===== config.mk =====
export PLATFORM = sky130hd
export DESIGN_NAME = frame_aligner_multi
export DESIGN_NICKNAME = d
export VERILOG_FILES = /design/src/rtl/frame_aligner_multi_pkg.sv /design/src/rtl/frame_aligner_hdr_matcher.sv /design/src/rtl/frame_aligner_multi.sv
export SDC_FILE = /design/constraint.sdc
export NUM_CORES = 1
export LEC_CHECK = 0
export ABC_AREA = 1
export CORE_MARGIN = 4
export CORE_UTILIZATION = 30
export CTS_CLUSTER_DIAMETER = 150
export DETAILED_ROUTE_END_ITERATION = 6
export PLACE_DENSITY = 0.54
export REMOVE_ABC_BUFFERS = 1
export SKIP_CTS_REPAIR_TIMING = 1
export SYNTH_ARGS = -nofsm -noshare
export SYNTH_HDL_FRONTEND = slang
export SYNTH_SLANG_ARGS = --single-unit

===== constraint.sdc =====
create_clock -name clk -period 2.4 [get_ports clk]
set_clock_uncertainty 0.05 [all_clocks]
set_input_delay 0.24 -clock clk [delete_from_list [all_inputs] [get_ports clk]]
set_output_delay 0.24 -clock clk [all_outputs]
set_load 0.1 [all_outputs]

===== src/rtl/frame_aligner_multi_pkg.sv =====
// Shared types and defaults for the multi-header frame aligner.
// Header constants put the first-received byte in the MSBs.
package frame_aligner_multi_pkg;

   typedef enum logic [1:0] {
      SEARCH  = 2'd0,
      CONFIRM = 2'd1,
      LOCKED  = 2'd2
   } state_e;

   typedef enum logic {
      HDR_TYPE_A = 1'b0,
      HDR_TYPE_B = 1'b1
   } hdr_type_e;

   localparam int          DEF_HDR_BYTES = 2;
   localparam logic [15:0] DEF_HDR_A     = 16'hAFAA;
   localparam logic [15:0] DEF_HDR_B     = 16'hBA55;

   // Index width that stays legal when the range holds a single value.
   function automatic int idx_w(input int n);
      return (n > 1) ? $clog2(n) : 1;
   endfunction

endpackage


===== src/rtl/frame_aligner_hdr_matcher.sv =====
// Header window over the accepted byte stream, compared against both patterns.
// The window is the stored history plus the byte being accepted; matches are combinational.
module frame_aligner_hdr_matcher
   import frame_aligner_multi_pkg::*;
#(
   parameter int                     HDR_BYTES = DEF_HDR_BYTES,
   parameter logic [8*HDR_BYTES-1:0] HDR_A     = DEF_HDR_A,
   parameter logic [8*HDR_BYTES-1:0] HDR_B     = DEF_HDR_B
) (
   input  logic       clk,
   input  logic       reset,
   input  logic       accept,
   input  logic [7:0] rx_data,
   output logic       match_a,
   output logic       match_b
);

   localparam int HW = 8 * HDR_BYTES;

   logic [HW-1:0] window;

   generate
      if (HDR_BYTES == 1) begin : g_single
         assign window = rx_data;
      end else begin : g_multi
         // Only the older HDR_BYTES-1 bytes need storing; the newest is rx_data itself.
         logic [HW-9:0] hist_q;
         logic [HW-9:0] hist_d;

         always_comb begin
            hist_d = hist_q;
            if (accept) begin
               hist_d = window[HW-9:0];
            end
         end

         always_ff @(posedge clk) begin
            if (reset) begin
               hist_q <= '0;
            end else begin
               hist_q <= hist_d;
            end
         end

         assign window = {hist_q, rx_data};
      end
   endgenerate

   always_comb begin
      match_a = accept && (window == HDR_A);
      match_b = accept && (window == HDR_B);
   end

endmodule


===== src/rtl/frame_aligner_multi.sv =====
// Frame aligner with two header types and lock/unlock hysteresis on a valid-qualified byte stream.
// Outputs are registered (1-cycle latency); optional FRAME_ALIGNER_STATS_EN adds header statistics.
module frame_aligner_multi
   import frame_aligner_multi_pkg::*;
#(
   parameter int                     HDR_BYTES     = DEF_HDR_BYTES,
   parameter logic [8*HDR_BYTES-1:0] HDR_A         = DEF_HDR_A,
   parameter logic [8*HDR_BYTES-1:0] HDR_B         = DEF_HDR_B,
   parameter int                     PAYLOAD_BYTES = 10,
   parameter int                     LOCK_FRAMES   = 3,
   parameter int                     UNLOCK_FRAMES = 4
) (
   input  logic                            clk,
   input  logic                            reset,
   input  logic                            rx_valid,
   input  logic [7:0]                      rx_data,
   output logic                            frame_detect,
   output logic [idx_w(PAYLOAD_BYTES)-1:0] fr_byte_position,
   output logic                            sof,
   output logic                            hdr_type
`ifdef FRAME_ALIGNER_STATS_EN
   ,
   output logic [15:0]                     good_frames,
   output logic [15:0]                     bad_hdrs
`endif
);

   localparam int FRAME_LEN = HDR_BYTES + PAYLOAD_BYTES;
   localparam int PSW       = idx_w(FRAME_LEN);
   localparam int PW        = idx_w(PAYLOAD_BYTES);
   localparam int CNT_MAX   = (LOCK_FRAMES > UNLOCK_FRAMES) ? LOCK_FRAMES : UNLOCK_FRAMES;
   localparam int CW        = $clog2(CNT_MAX + 1);

   localparam logic [PSW-1:0] LAST_POS  = PSW'(FRAME_LEN - 1);
   localparam logic [PSW-1:0] PAYLOAD_N = PSW'(PAYLOAD_BYTES);
   localparam logic [CW-1:0]  LOCK_N    = CW'(LOCK_FRAMES);
   localparam logic [CW-1:0]  UNLOCK_N  = CW'(UNLOCK_FRAMES);

   state_e         state_q, state_d;
   logic [PSW-1:0] pos_q, pos_d;
   logic [CW-1:0]  good_cnt_q, good_cnt_d;
   logic [CW-1:0]  bad_cnt_q, bad_cnt_d;
   logic [PW-1:0]  fr_pos_q, fr_pos_d;
   logic           sof_q, sof_d;
   hdr_type_e      hdr_type_q, hdr_type_d;

   logic           match_a, match_b, hdr_match;
   logic [PSW-1:0] pos_inc;
   logic           boundary;

   frame_aligner_hdr_matcher #(
      .HDR_BYTES (HDR_BYTES),
      .HDR_A     (HDR_A),
      .HDR_B     (HDR_B)
   ) u_matcher (
      .clk     (clk),
      .reset   (reset),
      .accept  (rx_valid),
      .rx_data (rx_data),
      .match_a (match_a),
      .match_b (match_b)
   );

   always_comb begin
      state_d    = state_q;
      pos_d      = pos_q;
      good_cnt_d = good_cnt_q;
      bad_cnt_d  = bad_cnt_q;
      fr_pos_d   = fr_pos_q;
      sof_d      = 1'b0;
      hdr_type_d = hdr_type_q;

      hdr_match = match_a | match_b;
      // pos_inc is the frame position of the byte being accepted.
      pos_inc   = (pos_q == LAST_POS) ? '0 : pos_q + PSW'(1);
      boundary  = (pos_inc == LAST_POS);

      if (rx_valid) begin
         pos_d    = pos_inc;
         fr_pos_d = '0;
         if ((state_q == LOCKED) && (pos_inc < PAYLOAD_N)) begin
            fr_pos_d = PW'(pos_inc);
            sof_d    = (pos_inc == '0);
         end

         case (state_q)
            SEARCH: begin
               if (hdr_match) begin
                  pos_d      = LAST_POS;
                  good_cnt_d = CW'(1);
                  bad_cnt_d  = '0;
                  hdr_type_d = match_b ? HDR_TYPE_B : HDR_TYPE_A;
                  state_d    = (LOCK_FRAMES == 1) ? LOCKED : CONFIRM;
               end
            end
            CONFIRM: begin
               if (boundary) begin
                  if (hdr_match) begin
                     good_cnt_d = good_cnt_q + CW'(1);
                     hdr_type_d = match_b ? HDR_TYPE_B : HDR_TYPE_A;
                     if (good_cnt_d == LOCK_N) begin
                        state_d   = LOCKED;
                        bad_cnt_d = '0;
                     end
                  end else begin
                     state_d    = SEARCH;
                     good_cnt_d = '0;
                  end
               end
            end
            LOCKED: begin
               if (boundary) begin
                  if (hdr_match) begin
                     bad_cnt_d  = '0;
                     hdr_type_d = match_b ? HDR_TYPE_B : HDR_TYPE_A;
                  end else begin
                     bad_cnt_d = bad_cnt_q + CW'(1);
                     if (bad_cnt_d == UNLOCK_N) begin
                        state_d    = SEARCH;
                        bad_cnt_d  = '0;
                        good_cnt_d = '0;
                     end
                  end
               end
            end
            default: begin
               state_d = SEARCH;
            end
         endcase
      end
   end

   always_ff @(posedge clk) begin
      if (reset) begin
         state_q    <= SEARCH;
         pos_q      <= '0;
         good_cnt_q <= '0;
         bad_cnt_q  <= '0;
         fr_pos_q   <= '0;
         sof_q      <= 1'b0;
         hdr_type_q <= HDR_TYPE_A;
      end else begin
         state_q    <= state_d;
         pos_q      <= pos_d;
         good_cnt_q <= good_cnt_d;
         bad_cnt_q  <= bad_cnt_d;
         fr_pos_q   <= fr_pos_d;
         sof_q      <= sof_d;
         hdr_type_q <= hdr_type_d;
      end
   end

   assign frame_detect     = (state_q == LOCKED);
   assign fr_byte_position = fr_pos_q;
   assign sof              = sof_q;
   assign hdr_type         = hdr_type_q;

`ifdef FRAME_ALIGNER_STATS_EN
   logic [15:0] good_frames_q, good_frames_d;
   logic [15:0] bad_hdrs_q, bad_hdrs_d;
   logic        good_evt, bad_evt;

   // The header that completes the lock counts as the first good frame.
   always_comb begin
      good_evt      = rx_valid && hdr_match && (state_d == LOCKED) &&
                      ((state_q != LOCKED) || boundary);
      bad_evt       = rx_valid && boundary && !hdr_match &&
                      ((state_q == LOCKED) || (state_q == CONFIRM));
      good_frames_d = good_frames_q;
      bad_hdrs_d    = bad_hdrs_q;
      if (good_evt && (good_frames_q != 16'hFFFF)) begin
         good_frames_d = good_frames_q + 16'd1;
      end
      if (bad_evt && (bad_hdrs_q != 16'hFFFF)) begin
         bad_hdrs_d = bad_hdrs_q + 16'd1;
      end
   end

   always_ff @(posedge clk) begin
      if (reset) begin
         good_frames_q <= '0;
         bad_hdrs_q    <= '0;
      end else begin
         good_frames_q <= good_frames_d;
         bad_hdrs_q    <= bad_hdrs_d;
      end
   end

   assign good_frames = good_frames_q;
   assign bad_hdrs    = bad_hdrs_q;
`endif

endmodule


== After elaboration in Yosys (flattened, before gate mapping) ==
Index checks and enable logic that the tools add are counted.

* Shift-type cells: 0
* $mul: 0
* Div/mod/pow operators: 0
* $add $sub $neg: 3
* Magnitude comparators: 1
* Equal/unequal tests: 17
* Muxes and demuxes: 31
* Bitwise gates (word level): 3
* Reduce and logical (&&, ||, !) cells: 13

{| class="wikitable"
|+ Operators by type and width
! cell !! count
|-
| 3-bit 2-to-1 mux || 13
|-
| 16-bit equality test, second input constant || 2
|-
| 7-bit AND reduction || 3
|-
| 3-bit one-hot mux with 3 select lines || 2
|-
| 4-bit 2-to-1 mux || 4
|-
| 2-bit 2-to-1 mux || 7
|-
| 2-bit != test, second input constant || 5
|-
| 4-bit equality test, second input constant || 2
|-
| 3-bit by 1-bit adder with 3-bit output, second input constant || 2
|-
| 2-bit by 1-bit != test with 1-bit output, second input constant || 3
|-
| 2-bit one-hot mux with 3 select lines || 1
|-
| 4-bit by 1-bit adder with 4-bit output, second input constant || 1
|-
| 4-bit zero test || 1
|-
| 4-bit less-than comparator, second input constant || 1
|-
| 3-bit by 2-bit equality test with 1-bit output, second input constant || 1
|-
| 3-bit equality test, second input constant || 1
|-
| 1-bit logical AND || 3
|-
| 1-bit 2-to-1 mux || 3
|-
| 3-bit != test, second input constant || 1
|-
| 3-bit AND reduction || 1
|-
| 3-bit nonzero test || 1
|-
| 3-bit OR reduction || 1
|-
| 2-bit by 1-bit equality test with 1-bit output, second input constant || 1
|-
| 2-bit equality test, second input constant || 1
|-
| 6 further kinds || 7
|}

* Output and inout bits: 7
* ROM bits: 0
* Input port bits: 11
* Register bits: 26
* Logic and storage cells: 76
* Memory bits (writable): 0
* Memories: 0
* Latch bits: 0

== Depth between registers and ports, before layout ==
* Depth after elaboration: 6
* Depth in mapped cells: 14
* Mapped depth without buffers: 14

== Cells and area by module ==
From an unflattened synthesis, not the netlist that was laid out.

* Cell total of the unflattened synthesis: 219
* Area, all modules: 1546.5 um^2

{| class="wikitable"
|+ Modules (own cells, without submodules)
! module !! seq. area each (um^2) !! times used !! cells each !! area an instance (um^2)
|-
| frame_aligner_multi || 360.3 || 1 || 158 || 1113.6
|-
| frame_aligner_hdr_matcher || 160.2 || 1 || 61 || 432.9
|}

== Least setup slack after synthesis ==
No wires, ideal clock.

* Kind: register to register
* Start point: register state_q[0]
* End point: register state_q[0]
* Arrival time: 2128 ps
* Cell stages (with the launch flop): 13
* Path slack: 109 ps
* Library setup time: 113 ps
* Required time: 2237 ps
* Path through: dfxtp_1 > inv_1 > ha_1 > buf_4 > inv_1 > a21oi_1 > inv_1 > nand2_2 > inv_1 > nand2_1 > nor2_4 > nor2_1 > nor2_1

* Longest elaborated chain between the ends: 3

{| class="wikitable"
|+ Ends and longest elaborated chain
! what !! RTL line !! RTL
|-
| from (decl) || frame_aligner_multi.sv:39 || <nowiki>state_e state_q, state_d;</nowiki>
|-
| from (signal assigned) || frame_aligner_multi.sv:143 || <nowiki>state_q <= state_d;</nowiki>
|-
| 2-bit equality test (*) || -- ||
|-
| named net frame_detect || frame_aligner_multi.sv:17 || <nowiki>output logic frame_detect,</nowiki>
|-
| 2-bit by 1-bit != test with 1-bit output (no source line) / 2-bit != test (equally long branches) || -- ||
|-
| 7-bit AND reduction (no source line) || -- ||
|}

Mark *: on every way through the listed nets, which the timed path passes. The rest lies on a longest branch.
A chain may end at the register's enable or synchronous reset.

== Worst setup path after layout ==
* Start point: register pos_q[1]
* End point: register state_q[1]

* Longest elaborated chain between the ends: 5

{| class="wikitable"
|+ Ends and longest elaborated chain
! what !! RTL line !! RTL
|-
| from (decl) || frame_aligner_multi.sv:40 || <nowiki>logic [PSW-1:0] pos_q, pos_d;</nowiki>
|-
| from (signal assigned) || frame_aligner_multi.sv:144 || <nowiki>pos_q <= pos_d;</nowiki>
|-
| 4-bit by 1-bit adder with 4-bit output / 4-bit equality test (equally long branches) || frame_aligner_multi.sv:75 || <nowiki>pos_inc = (pos_q == LAST_POS) ? '0 : pos_q + PSW'(1);</nowiki>
|-
| 4-bit 2-to-1 mux (*) || frame_aligner_multi.sv:75 ||
|-
| 4-bit equality test (*) || frame_aligner_multi.sv:76 || <nowiki>boundary = (pos_inc == LAST_POS);</nowiki>
|-
| 2-bit != test (no source line) / 2-bit by 1-bit != test with 1-bit output (equally long branches) || -- ||
|-
| 7-bit AND reduction (no source line) (*) || -- ||
|}

Every way passes the cells marked *; elsewhere a longest branch is shown, timed or not.

==> impl_metrics.yaml <==
yosys:
  yosys_warnings: 0
  syn-cell-area_mm2: 0.001559
  synth_cells: 216
  postSynthAreaPerCell_um2: 7.218
  yosysSeqAreaShare: 0.3339
  synth_cell_types: 28
  ys_seq_elements: 26
drt:
  wl_per_cell_um: 10.84
  first_pass_iters: 4
  routed_via_density: 4.507
  vias: 1361
  drtIter0Drc: 39
  drc_errors: 0
  routed_wl_um: 3273
  postRouteAntennaNets: 0
sta:
  fin_crit_sh: 0.7674
  whs_ns: 0.4316
  period_minus_slack_ns: 1.842
  tns_ns: 0
  hold_viol_final: 0
  slew_violations: 0
  max_slew_margin: 0.7689
  worst_pin_slew_ns: 0.3463
  setup_violations: 0
  rsz0062_at_grt: "false"
  max_freq_mhz: 542.9
die:
  die_w_um: 80.09
  start_util: 0.3195
  dieArea_mm2: 0.006414
  ios: 18
  rows: 25
  core_area_mm2: 0.004880
  die_h_um: 80.09
clocking:
  insertion_delay_ns: 0.27
  clk_pin_slew_ns: 0.10
  cts-root-buf: "clkbuf_8"
  cts_sinks: 26
  h-tree-depth: 1
  numCtsBuffers: 3
  cts_buffer_depth: 2
  cts_tree: "yes"
power_and_ir_drop:
  sw_frac_of_total: 0.2297
  clkPwrFrac: 0.404
  p_sw_mw: 0.2110
  intPower_mw: 0.7076
  power_frac_comb: 0.100
  leakagePower_nw: 0.8133
  ir_drop_mv: 0.2646
  seqPwrFrac: 0.496
  p_per_area_mw_per_mm2: 496.4
worst_setup_path:
  slowest_stage: "dfxtp_1"
  rrSetupSlack_ns: 0.56
  required_ns: 2.53
  worstSetupPathType: "register to register"
  crit_path_frequent_cell: "nand2_1"
  crit_arrival_ns: 1.97
  worstReg2RegEnd: "state_q[1]"
  timing.rr.start: "pos_q[1]"
  cp_max_fo: 5
  r2r_cells: 14
  cp_cell_sequence: "ha_1 -> inv_1 -> nand2_1 -> nand2_2 -> a21oi_2 -> nand2_4 -> nand2_2 -> nand2_2 -> inv_1 -> nand2_1 -> nor2_4 -> nand2_1 -> nand2_1 -> nor2_1"
  crit_path_start_kind: "register"
  crit_path_max_incr_delay_ns: 0.42
  endpoint_kind: "register"
worst_hold_path:
  hp-class: "register to register"
  min_path_cells: 2
  min_to: "fr_byte_position[3]"
  hold_start: "fr_byte_position[3]"
run:
  cap_violations: 0
global_routing:
  track_usage: 0.1116
  overflow: 0
  grt_pass1_vias: 1251
  grt_antenna_before_repair: 0
  grt_max_degree: 16
  grt_pass1_wl_um: 5685
cells_and_area:
  n_antenna_cell: 0
  drive_gt1_frac: 0.1574
  fin_nets: 256
  area.growth.synth_to_final_pct: 18.70
run_status:
  status: "finished clean"
placement:
  numPortBuffers: 17
  dpl.hpwl_um: 2531
  gp_congestion: 0.8108
==> stage by stage <==
stage | setup slack (ns) | power, mW | cells | instance area (um2) | utilization
floorplan | 0.07826 | 0.5143 | 210 | 1513 | -
global placement | 0.4027 | 0.5578 | 298 | 1779 | 0.3646
detailed placement | 0.3486 | 0.5581 | 298 | 1779 | 0.3646
CTS | 0.5418 | 0.9378 | 302 | 1851 | 0.3792
global route | 0.3449 | 0.9633 | 302 | 1851 | 0.3792
finish | 0.5582 | 0.9186 | 302 | 1851 | 0.3792
==> flip-flops by register name, summed over array words and instances, names as in the netlist <==
signal and cells:
pos_q 4, bad_cnt_q 3, fr_byte_position 4, u_matcher.g_multi.hist_q 8, sof 1, state_q 2, good_cnt_q 3, hdr_type 1
==> kinds of logic (layout without fill, tap and decap cells) <==
logic type	after synthesis	in the layout	share of synthesized area
AND/OR/NAND/NOR	107	107	0.3435
AO/OA/AOI/OAI	36	36	0.1372
buffers and inverters	36	55	0.1019
flip-flops	26	26	0.3339
adder cells (fa/ha/maj)	9	9	0.07223
XOR/XNOR	2	2	0.01124
==> critical path, delay by kind of cell (launching register included) <==
family                     cells  cell delay, ns
AOI/OAI and AO/OA              1            0.17
adders and majority gates      1            0.23
buffers and inverters          2            0.13
DFF                            1            0.42
and+or+nand+nor               10            0.75
==> per-layer routing <==
layer  share of wire  up-vias  global-route usage  wire [um]
met5               0        -                   0          0
met4           0.011        0             0.02534         36
met3           0.027        2             0.02691         88
met2            0.46       14              0.1829       1491
met1            0.51      606              0.1474       1657
li1                -      739                   -          -
==> power by group through the flow <==
stage | sequential (mW) | clock (mW) | combinational (mW)
2_1_floorplan | 0.462 | 0 | 0.0520
3_3_place_gp | 0.465 | 0 | 0.0924
3_5_place_dp | 0.465 | 0 | 0.0926
4_1_cts | 0.456 | 0.389 | 0.0930
5_1_grt | 0.458 | 0.403 | 0.103
6_report | 0.456 | 0.371 | 0.0920
==> synthesized netlist by cell type <==
cell type	number	share of area
a21oi_1	17	0.055
a21oi_2	1	0.0056
a21oi_4	1	0.010
a221oi_1	1	0.0056
a31oi_1	2	0.0080
buf_4	1	0.0048
clkbuf_1	3	0.0072
clkbuf_8	2	0.018
dfxtp_1	26	0.33
ha_1	9	0.072
inv_1	29	0.070
inv_2	1	0.0024
nand2_1	35	0.084
nand2_2	10	0.040
nand2_4	3	0.022
nand3_1	22	0.071
nand3_2	1	0.0064
nand3b_1	4	0.019
nand4_1	2	0.0080
nor2_1	24	0.058
nor2_4	3	0.022
nor3_1	1	0.0032
nor3_2	1	0.0064
nor4_1	1	0.0040
o21ai_0	12	0.039
o21ai_4	1	0.010
o22ai_1	1	0.0040
xor2_1	2	0.011
==> area by class of cell <==
| cell class | instances | area [um2] |
|---|---|---|
| Sequential cell | 26 | 520.5 |
| Clock buffer | 3 | 41.29 |
| Fill cell | 534 | 3029 |
| Multi-Input combinational cell | 154 | 879.6 |
| Inverter | 30 | 112.6 |
| Tap cell | 67 | 83.83 |
| Clock inverter | 1 | 30.03 |
| Timing Repair Buffer | 21 | 182.7 |
==> placed cells by master (no fill, tap or decap) <==
cell and count:
a21oi_1 17, a21oi_2 1, a21oi_4 1, a221oi_1 1, a31oi_1 2, buf_4 11
bufinv_16 1, clkbuf_8 3, clkdlybuf4s50_1 10, dfxtp_1 26, ha_1 9, inv_1 29
inv_2 1, nand2_1 35, nand2_2 10, nand2_4 3, nand3_1 22, nand3_2 1
nand3b_1 4, nand4_1 2, nor2_1 24, nor2_4 3, nor3_1 1, nor3_2 1
nor4_1 1, o21ai_0 12, o21ai_4 1, o22ai_1 1, xor2_1 2
==> worst max path at each step <==
stage | start | end | slack (ns) | cells past startpoint
after floorplan | state_q[0] | state_q[0] | 0.08 | 11
after detailed placement | rx_valid | good_cnt_q[0] | 0.35 | 11
after global placement | rx_valid | bad_cnt_q[0] | 0.40 | 10
final | pos_q[1] | state_q[1] | 0.56 | 14
after CTS | pos_q[1] | state_q[1] | 0.54 | 14
after global routing | pos_q[1] | state_q[1] | 0.34 | 10
Note: power is estimated with default switching activity, not from simulation.
